### config.mk
export PLATFORM = sky130hd
export DESIGN_NAME = fru_pla_cfg_loader
export DESIGN_NICKNAME = d
export VERILOG_FILES = /design/src/rtl/fru_pla_cfg_loader.sv
export SDC_FILE = /design/constraint.sdc
export NUM_CORES = 1
export LEC_CHECK = 0
export CORE_ASPECT_RATIO = 0.6
export CORE_UTILIZATION = 55
export DETAILED_ROUTE_END_ITERATION = 12
export GPL_ROUTABILITY_DRIVEN = 0
export PLACE_DENSITY = 0.81
export SYNTH_ARGS = -nofsm -noshare
export SYNTH_HDL_FRONTEND = slang
export SYNTH_SLANG_ARGS = --single-unit
### constraint.sdc
create_clock -name Clk -period 4.4 [get_ports Clk]
set_clock_uncertainty 0.05 [all_clocks]
set_input_delay 0.88 -clock Clk [delete_from_list [all_inputs] [get_ports Clk]]
set_output_delay 0.88 -clock Clk [all_outputs]
set_load 0.1 [all_outputs]
### src/rtl/fru_pla_cfg_loader.sv
// fru_pla_cfg_loader
//   Configuration writer for the FRU PLA. The loader takes a stream of config
//   words followed by one XOR checksum word. It builds the AND-plane and
//   OR-plane programming bits in a shadow register. If the checksum matches,
//   the shadow is committed to the active planes in a single cycle, so the PLA
//   never sees a partial or corrupt configuration.
//
//   Config vector V = {OrPlane, AndPlane}. Word k carries V[k*CFG_W +: CFG_W],
//   and word 0 is sent first. The checksum word is the XOR of all NWORDS data
//   words exactly as sent, including any padding bits.
//
//   Optional feature macro: FRU_CFG_READBACK_EN. It adds a readback port that
//   streams the active words followed by their XOR.
//
// Ports
//   Clk        in   rising-edge clock
//   Rst        in   synchronous active-high reset
//   CfgStart   in   1-cycle pulse: begin or restart a load (has priority)
//   CfgValid   in   CfgData is valid
//   CfgReady   out  loader accepts a word (registered, 1 in LOAD/CHECK)
//   CfgData    in   config or checksum word
//   CfgDone    out  1-cycle pulse: a commit happened
//   CfgErr     out  sticky checksum error, cleared by CfgStart or Rst
//   CfgActive  out  a valid config has been committed since reset
//   AndPlane   out  [m*2*IN+i] = minterm m uses Trigger[i],
//                   [m*2*IN+IN+i] = minterm m uses ~Trigger[i]
//   OrPlane    out  [o*MINTERMS+m] = FruSelect[o] ORs minterm m
//   DbgState   out  current FSM state (0 IDLE, 1 LOAD, 2 CHECK)
//   RbReq      in   (readback build) request a readback
//   RbValid    out  (readback build) RbData valid
//   RbData     out  (readback build) active word or the trailing XOR
//
// Handshake: a beat occurs on a rising edge where CfgValid & CfgReady are both
// high. CfgReady does not depend on CfgValid. CfgValid may drop between beats
// for any number of cycles.
module fru_pla_cfg_loader #(
  parameter int INPUT_SIZE  = 2,
  parameter int OUTPUT_SIZE = 4,
  parameter int MINTERMS    = 4,
  parameter int CFG_W       = 8
) (
  input  logic                              Clk,
  input  logic                              Rst,
  input  logic                              CfgStart,
  input  logic                              CfgValid,
  output logic                              CfgReady,
  input  logic [CFG_W-1:0]                  CfgData,
  output logic                              CfgDone,
  output logic                              CfgErr,
  output logic                              CfgActive,
  output logic [MINTERMS*2*INPUT_SIZE-1:0]  AndPlane,
  output logic [OUTPUT_SIZE*MINTERMS-1:0]   OrPlane,
`ifdef FRU_CFG_READBACK_EN
  input  logic                              RbReq,
  output logic                              RbValid,
  output logic [CFG_W-1:0]                  RbData,
`endif
  output logic [1:0]                        DbgState
);

  localparam int AND_W  = MINTERMS * 2 * INPUT_SIZE;
  localparam int OR_W   = OUTPUT_SIZE * MINTERMS;
  localparam int V_W    = AND_W + OR_W;
  localparam int NWORDS = (V_W + CFG_W - 1) / CFG_W;
  localparam int SH_W   = NWORDS * CFG_W;
  localparam int CNT_W  = $clog2(NWORDS + 1);

  typedef enum logic [1:0] {
    IDLE  = 2'd0,
    LOAD  = 2'd1,
    CHECK = 2'd2
  } state_t;

  state_t             state;
  logic [CNT_W-1:0]   cnt;
  logic [CFG_W-1:0]   acc;
  logic [SH_W-1:0]    shadow;
  logic               beat;

  assign beat     = CfgValid & CfgReady;
  assign DbgState = state;

  always_ff @(posedge Clk) begin
    if (Rst) begin
      state     <= IDLE;
      cnt       <= '0;
      acc       <= '0;
      shadow    <= '0;
      AndPlane  <= '0;
      OrPlane   <= '0;
      CfgReady  <= 1'b0;
      CfgDone   <= 1'b0;
      CfgErr    <= 1'b0;
      CfgActive <= 1'b0;
    end else begin
      CfgDone <= 1'b0;
      if (CfgStart) begin
        // Start wins over any beat in the same cycle. That beat is consumed
        // and dropped, and a half-built shadow is discarded.
        state    <= LOAD;
        cnt      <= '0;
        acc      <= '0;
        shadow   <= '0;
        CfgErr   <= 1'b0;
        CfgReady <= 1'b1;
      end else begin
        unique case (state)
          IDLE: begin
            CfgReady <= 1'b0;
          end
          LOAD: begin
            CfgReady <= 1'b1;
            if (beat) begin
              for (int k = 0; k < NWORDS; k++) begin
                if (cnt == CNT_W'(k)) shadow[k*CFG_W +: CFG_W] <= CfgData;
              end
              acc <= acc ^ CfgData;
              cnt <= cnt + 1'b1;
              if (cnt == CNT_W'(NWORDS - 1)) state <= CHECK;
            end
          end
          CHECK: begin
            if (beat) begin
              CfgReady <= 1'b0;
              state    <= IDLE;
              if (CfgData == acc) begin
                // Both planes load on the same edge, so the PLA never sees
                // a mix of old and new bits.
                {OrPlane, AndPlane} <= shadow[V_W-1:0];
                CfgActive           <= 1'b1;
                CfgDone             <= 1'b1;
              end else begin
                CfgErr <= 1'b1;
              end
            end else begin
              CfgReady <= 1'b1;
            end
          end
          default: begin
            state    <= IDLE;
            CfgReady <= 1'b0;
          end
        endcase
      end
    end
  end

`ifdef FRU_CFG_READBACK_EN
  localparam int RB_W = $clog2(NWORDS + 2);

  logic [SH_W-1:0]  activeVec;
  logic [CFG_W-1:0] activeXor;
  logic [CFG_W-1:0] rbNext;
  logic [RB_W-1:0]  rbIdx;

  always_comb begin
    activeVec            = '0;
    activeVec[V_W-1:0]   = {OrPlane, AndPlane};
    activeXor            = '0;
    for (int k = 0; k < NWORDS; k++) activeXor = activeXor ^ activeVec[k*CFG_W +: CFG_W];
  end

  // rbIdx selects the next word to present. An index of NWORDS selects the
  // trailing XOR.
  always_comb begin
    rbNext = activeXor;
    for (int k = 0; k < NWORDS; k++) begin
      if (rbIdx == RB_W'(k)) rbNext = activeVec[k*CFG_W +: CFG_W];
    end
  end

  // RbValid doubles as the busy flag. A request is accepted only while it is low.
  always_ff @(posedge Clk) begin
    if (Rst) begin
      RbValid <= 1'b0;
      RbData  <= '0;
      rbIdx   <= '0;
    end else if (!RbValid) begin
      if (RbReq) begin
        RbValid <= 1'b1;
        RbData  <= activeVec[CFG_W-1:0];
        rbIdx   <= RB_W'(1);
      end
    end else if (rbIdx == RB_W'(NWORDS + 1)) begin
      RbValid <= 1'b0;
      RbData  <= '0;
      rbIdx   <= '0;
    end else begin
      RbData <= rbNext;
      rbIdx  <= rbIdx + 1'b1;
    end
  end
`endif

endmodule

==> results of run 1 <==
[report_power, final]
group          switching [W]  internal (W)   total, W
Combinational      0.0000443     0.0000287  0.0000730
Sequential        0.00000261      0.000735   0.000737
Clock               0.000280      0.000284   0.000565
[flip-flops by register name, indices dropped and copies added (netlist names)]
register   cells
shadow        32
CfgDone        1
CfgErr         1
CfgActive      1
acc            8
CfgReady       1
cnt            3
AndPlane      16
DbgState       2
OrPlane       16
[layout by cell type (no fill, tap or decap), types with 2 or more instances in the layout]
cell type,Yosys,routed
a21oi_1,36,36
buf_4,0,2
clkbuf_8,0,10
clkdlybuf4s50_1,0,49
clkinvlp_4,0,2
dfxtp_1,81,81
ha_1,8,8
inv_1,6,6
mux2i_1,32,32
nand2_1,53,53
nand2b_1,64,64
nand3_1,25,25
nor2_1,15,15
nor2b_1,2,2
nor4_1,2,2
xor2_1,16,16
[worst min-delay path: stages, from the launching register on]
cell and delay, ns:
dfxtp_1 0.32, nand2_1 0.05, a21oi_1 0.05
[per-layer routing]
layer / wire [µm] / vias to the layer above / part of all wire / GRT usage
li1: - / 1311 / - / -
met1: 3476 / 1203 / 0.48 / 0.3282
met2: 3206 / 93 / 0.44 / 0.3708
met3: 529 / 9 / 0.073 / 0.05694
met4: 65 / 0 / 0.0089 / 0.06607
met5: 0 / - / 0 / 0
[cells by family after synthesis]
group,after synthesis,synth area share
mux,32,0.09286
xor+xnor,17,0.04316
fa+ha+maj,8,0.02902
compound gates,43,0.06892
simple gates,167,0.2452
buf+inv,31,0.05078
flops,81,0.4701
[final cells by class]
type,instances,area share
timing repair buffer,52,0.1271
inverter,6,0.005446
clock inverter,6,0.01785
tap,80,0.02421
multi-input combinational,267,0.4000
sequential,81,0.3921
clock buffer,10,0.03328
[worst min path at each step]
stage / slack (ns) / to / cells after the start
2_1_floorplan: 0.39 / shadow[0]$_SDFFE_PP0P_ / 2
3_3_place_gp: 0.40 / shadow[23]$_SDFFE_PP0P_ / 2
3_5_place_dp: 0.40 / shadow[28]$_SDFFE_PP0P_ / 2
4_1_cts: 0.41 / shadow[28]$_SDFFE_PP0P_ / 2
5_1_grt: 0.43 / OrPlane[9]$_SDFFE_PP0P_ / 2
6_report: 0.41 / shadow[12]$_SDFFE_PP0P_ / 2
[stage by stage]
| step | total power (W) | cells | setup WS (ns) |
|---|---|---|---|
| 2_1_floorplan | 0.0007997 | 379 | 2.093 |
| 3_3_place_gp | 0.0008253 | 486 | 1.236 |
| 3_5_place_dp | 0.0008268 | 486 | 1.167 |
| 4_1_cts | 0.001384 | 502 | 1.529 |
| 5_1_grt | 0.001422 | 502 | 1.353 |
| 6_report | 0.001375 | 502 | 1.513 |
==> impl_metrics.env, run 1 <==
export IMPL_outcome="completed"
export IMPL_grt_max_degree=71
export IMPL_cts_root_buf="clkbuf_8"
export IMPL_rsz0062_at_grt="no"
export IMPL_wl_per_cell_um=14.50
export IMPL_dr_first_iter_drc_count=162
export IMPL_layout_nets=437
export IMPL_holdWs_ns=0.4130
export IMPL_cts_sinks=81
export IMPL_slew_viol_final=0
export IMPL_fin_area_um2=4135
export IMPL_synth_seq_cells=81
export IMPL_slew_limit_headroom=0.3419
export IMPL_gr_usage_all_layers=0.2375
export IMPL_layout_drive_gt1_share=0.05450
export IMPL_crit_reg2reg_capture="shadow[6]$_SDFFE_PP0P_"
export IMPL_p_per_area_nw_per_um2=332.6
export IMPL_area_growth_pct=19.88
export IMPL_viasPerCell=5.211
export IMPL_core_area_um2=5807
export IMPL_start_util=0.5941
export IMPL_reg2reg_slack_ns=2.33
export IMPL_hp_class="flop to flop"
export IMPL_crit_chain="clkdlybuf4s50_1, xor2_1, nor4_1, and3_2, buf_12, mux2i_1"
export IMPL_grt_pass1_wl_um=12370
export IMPL_postRouteWirelength_um=7278
export IMPL_cp_top_family="simple AND/OR/NAND/NOR gates"
export IMPL_r2r_start="DbgState[0]$_SDFFE_PP0P_"
export IMPL_layout_min_cycle_time_ns=2.887
export IMPL_cts_resized=0
export IMPL_dr_total_vias=2616
export IMPL_path_class="input pin to flop"
export IMPL_drt_pass1_iterations=4
export IMPL_grt_ovfl_total=0
export IMPL_min_from="shadow[12]$_SDFFE_PP0P_"
export IMPL_netlist_area_um2=3450
export IMPL_worst_pin_slew_ns=0.9840
export IMPL_synthArstFlopShare=0
export IMPL_worstSetupEndpointType="flop"
export IMPL_slowest_delay_ns=0.59
export IMPL_die_w_um=104.2
export IMPL_ys_warn_count=0
export IMPL_peakVddDrop_mv=0.1768
export IMPL_ios=50
export IMPL_clockBufferDepth=2
export IMPL_tns_ns=0
export IMPL_cts_setup_buffers=0
export IMPL_row_count=21
export IMPL_crit_end="OrPlane[11]$_SDFFE_PP0P_"
export IMPL_crit_buf_inv=2
export IMPL_startpoint="CfgData[4]"
export IMPL_slowest_stage="and3_2"
export IMPL_seqCellArea_um2=1622
export IMPL_synth_top_cells_by_area="dfxtp_1 (47%), nand2b_1 (12%), mux2i_1 (9.3%), nand2_1 (5.8%), a21oi_1 (5.2%)"
export IMPL_synth_top_cell_area_share=0.4701
export IMPL_synth_top_cells_by_count="dfxtp_1 (81), nand2b_1 (64), nand2_1 (53)"
export IMPL_cp_start_kind="input pin"
export IMPL_multi_input_comb_area_um2=1654
export IMPL_ys_seq_area_frac=0.4701
export IMPL_finalHoldViolations=0
export IMPL_fillers=477
export IMPL_leakage_nw=1.343
export IMPL_cp_max_fo=19
export IMPL_drv_cap=0
export IMPL_cts_htree_levels=3
export IMPL_r2r_cells=5
export IMPL_die_area_um2=6603
export IMPL_first_global_vias=2534
export IMPL_synth_edf_count=0
export IMPL_hpwlAfterDp_um=5009
export IMPL_worstPathArrival_ns=3.12
export IMPL_syn_inst=379
export IMPL_syn_nets=399
export IMPL_clkSlewWorstSetupHoldPaths_ns=0.09
export IMPL_fin_crit_sh=0.6562
export IMPL_fmax_ghz=0.3464
export IMPL_required_ns=4.63
export IMPL_io_buffers=49
export IMPL_avgSynthCellArea_um2=9.102
export IMPL_setup_viol=0
export IMPL_diodes=0
export IMPL_fin_util=0.7121
export IMPL_tritoncts="done"
export IMPL_drc_errors=0
export IMPL_synth_ff_type="dfxtp_1"
export IMPL_drtAntennaViolNets=0
export IMPL_clock_latency_ns=0.35
export IMPL_cp_depth=6
export IMPL_die_h_um=63.35
export IMPL_synth_most_common_cell="dfxtp_1"
export IMPL_antenna_found_initial=0
export IMPL_cts_hold_buf=0
export IMPL_yosys_area_top_type="dfxtp_1"
export IMPL_ys_types=30
export IMPL_placed_area_um2=3924
export IMPL_numCtsBuffers=9
Power figures use the tool's default switching activity.
==> run 2: changes to the inputs <==
CORE_UTILIZATION = 54   (was 55)
PLACE_DENSITY = 0.79   (was 0.81)
clock period = 3 ns   (was 4.4 ns; I/O delays follow)
==> run 2 against run 1 <==
Global-route usage is 1.7 points lower; routed wire length is 6.5% lower; final cell count is 1.4% higher; clock power is 54% higher; combinational power is 48% higher; sequential share of layout area is 0.58 points higher; highest routed layer unchanged; sequential power is 47% higher.
==> impl_metrics.env, run 2 (synthesized netlist as in run 1, its figures left out) <==
export IMPL_cts_root_buf="clkbuf_8"
export IMPL_leakage_nw=1.446
export IMPL_use_met1=0.3138
export IMPL_row_count=22
export IMPL_r2r_start="acc[6]$_SDFFE_PP0P_"
export IMPL_core_area_um2=6138
export IMPL_drtAntennaViolNets=0
export IMPL_p_clk_frac=0.423
export IMPL_slew_limit_headroom=0.4608
export IMPL_placed_area_um2=3856
export IMPL_hpwlAfterDp_um=4706
export IMPL_dr_first_iter_drc_count=185
export IMPL_required_ns=3.22
export IMPL_die_w_um=105.2
export IMPL_grt_pass1_wl_um=11390
export IMPL_setup_viol=0
export IMPL_first_global_vias=2365
export IMPL_slowest_stage="clkdlybuf4s50_1"
export IMPL_tritoncts="done"
export IMPL_p_per_area_nw_per_um2=505.7
export IMPL_drc_errors=0
export IMPL_numCtsBuffers=9
export IMPL_outcome="completed"
export IMPL_fin_ws_ns=0.5680
export IMPL_cts_sinks=81
export IMPL_start_util=0.5620
export IMPL_use_met3=0.06224
export IMPL_p_sw_frac=0.2168
export IMPL_layout_commonest_cell="dfxtp_1"
export IMPL_crit_chain="clkdlybuf4s50_1, xor2_1, nor4_1, and3_2, buf_12, mux2i_1"
export IMPL_fillers=519
export IMPL_worstSetupEndpointType="flop"
export IMPL_io_buffers=49
export IMPL_slowest_delay_ns=0.57
export IMPL_cts_setup_buffers=0
export IMPL_fin_area_um2=4075
export IMPL_worst_pin_slew_ns=0.8087
export IMPL_layout_nets=440
export IMPL_holdWs_ns=0.4088
export IMPL_drv_cap=0
export IMPL_viasPerCell=5.200
export IMPL_antenna_found_initial=0
export IMPL_cp_start_kind="input pin"
export IMPL_tns_ns=0
export IMPL_grt_busiest_layer="met2"
export IMPL_die_h_um=63.91
export IMPL_grt_max_degree=70
export IMPL_path_class="input pin to flop"
export IMPL_finalHoldViolations=0
export IMPL_dr_total_vias=2647
export IMPL_min_from="shadow[7]$_SDFFE_PP0P_"
export IMPL_power_w=0.002061
export IMPL_fmax_ghz=0.4112
export IMPL_postRouteWirelength_um=6808
export IMPL_slew_viol_final=0
export IMPL_pwr_share_comb=0.052
export IMPL_area_growth_pct=18.14
export IMPL_grt_ovfl_total=0
export IMPL_cts_resized=0
export IMPL_whs_endpoint="shadow[7]$_SDFFE_PP0P_"
export IMPL_reg_top3="shadow: 32 flops, AndPlane: 16 flops, OrPlane: 16 flops"
export IMPL_reg2reg_slack_ns=1.15
export IMPL_layout_drive_gt1_share=0.1459
export IMPL_rsz0062_at_grt="no"
export IMPL_largest_register_ffs=32
export IMPL_gr_usage_all_layers=0.2202
export IMPL_crit_reg2reg_capture="OrPlane[8]$_SDFFE_PP0P_"
export IMPL_r2r_cells=5
export IMPL_gr_usage_met2=0.3240
export IMPL_die_area_um2=6722
export IMPL_drt_pass1_iterations=4
export IMPL_ios=50
export IMPL_cts_htree_levels=3
export IMPL_regMostFlops="shadow"
export IMPL_preCtsSetupSlack_ns=0.2597
export IMPL_holdPathStages=2
export IMPL_netSwitchingPower_w=0.0004468
export IMPL_clkSlewWorstSetupHoldPaths_ns=0.08
export IMPL_wl_per_cell_um=13.38
export IMPL_seqPwrFrac=0.525
export IMPL_peakVddDrop_mv=0.2612
export IMPL_fin_crit_sh=0.8107
export IMPL_layout_min_cycle_time_ns=2.432
export IMPL_clock_latency_ns=0.34
export IMPL_clockBufferDepth=2
export IMPL_hp_class="flop to flop"
export IMPL_worstPathArrival_ns=2.66
export IMPL_cts_hold_buf=0
export IMPL_cp_max_fo=27
export IMPL_diodes=0
export IMPL_cell_internal_pwr_w=0.001614
export IMPL_mostFrequentLayoutCells="dfxtp_1 (81), nand2b_1 (64), nand2_1 (53)"
run 2: cell count changes in the layout (fill, tap and decap cells not counted):
cell,delta
inv_8,-1
clkinv_2,+1
clkinv_4,-1
buf_4,+41
bufinv_16,+1
clkbuf_1,+2
clkinvlp_4,-2
clkdlybuf4s50_1,-38
run 2: worst max path at each step:
stage | startpoint | end | depth (start not counted)
after floorplan | DbgState[0]$_SDFFE_PP0P_ | CfgActive$_SDFFE_PP0P_ | 8
after global placement | CfgData[6] | OrPlane[0]$_SDFFE_PP0P_ | 6
after detailed placement | CfgData[0] | OrPlane[8]$_SDFFE_PP0P_ | 6
after CTS | CfgData[0] | OrPlane[8]$_SDFFE_PP0P_ | 6
after global routing | CfgData[7] | AndPlane[3]$_SDFFE_PP0P_ | 6
final | CfgData[0] | OrPlane[8]$_SDFFE_PP0P_ | 6
run 2: final cells by class:
| cell class | instances | area (µm²) | area share |
|---|---|---|---|
| clock inverter | 4 | 73.82 | 0.01811 |
| inverter | 6 | 22.52 | 0.005527 |
| tap | 84 | 105.1 | 0.02579 |
| clock buffer | 12 | 145.1 | 0.03562 |
| timing repair buffer | 55 | 452.9 | 0.1111 |
| multi-input combinational | 267 | 1654 | 0.4059 |
| sequential | 81 | 1622 | 0.3979 |
run 2: critical path, delay by kind of cell:
kind / cells / cell delay (ns)
buf+inv: 2 / 0.79
xor+xnor: 1 / 0.24
simple gates: 2 / 0.77
mux: 1 / 0.22
run 2: routing by layer:
layer  routed length [µm]  part of all wire
met1                 3420              0.50
met2                 2862              0.42
met3                  451             0.066
met4                   74             0.011
met5                    0                 0
run 2: stage by stage:
step	std cells	util
floorplan	379	-
global placement	493	0.6282
detailed placement	493	0.6282
CTS	509	0.6639
global route	509	0.6639
finish	509	0.6639
run 2: power groups by stage:
stage	sequential [W]	clock (W)	combinational (W)
4_1_cts	0.00108	0.000890	0.000107
3_3_place_gp	0.00111	0	0.000105
2_1_floorplan	0.00112	0	0.0000528
3_5_place_dp	0.00111	0	0.000107
6_report	0.00108	0.000872	0.000108
5_1_grt	0.00108	0.000934	0.000115
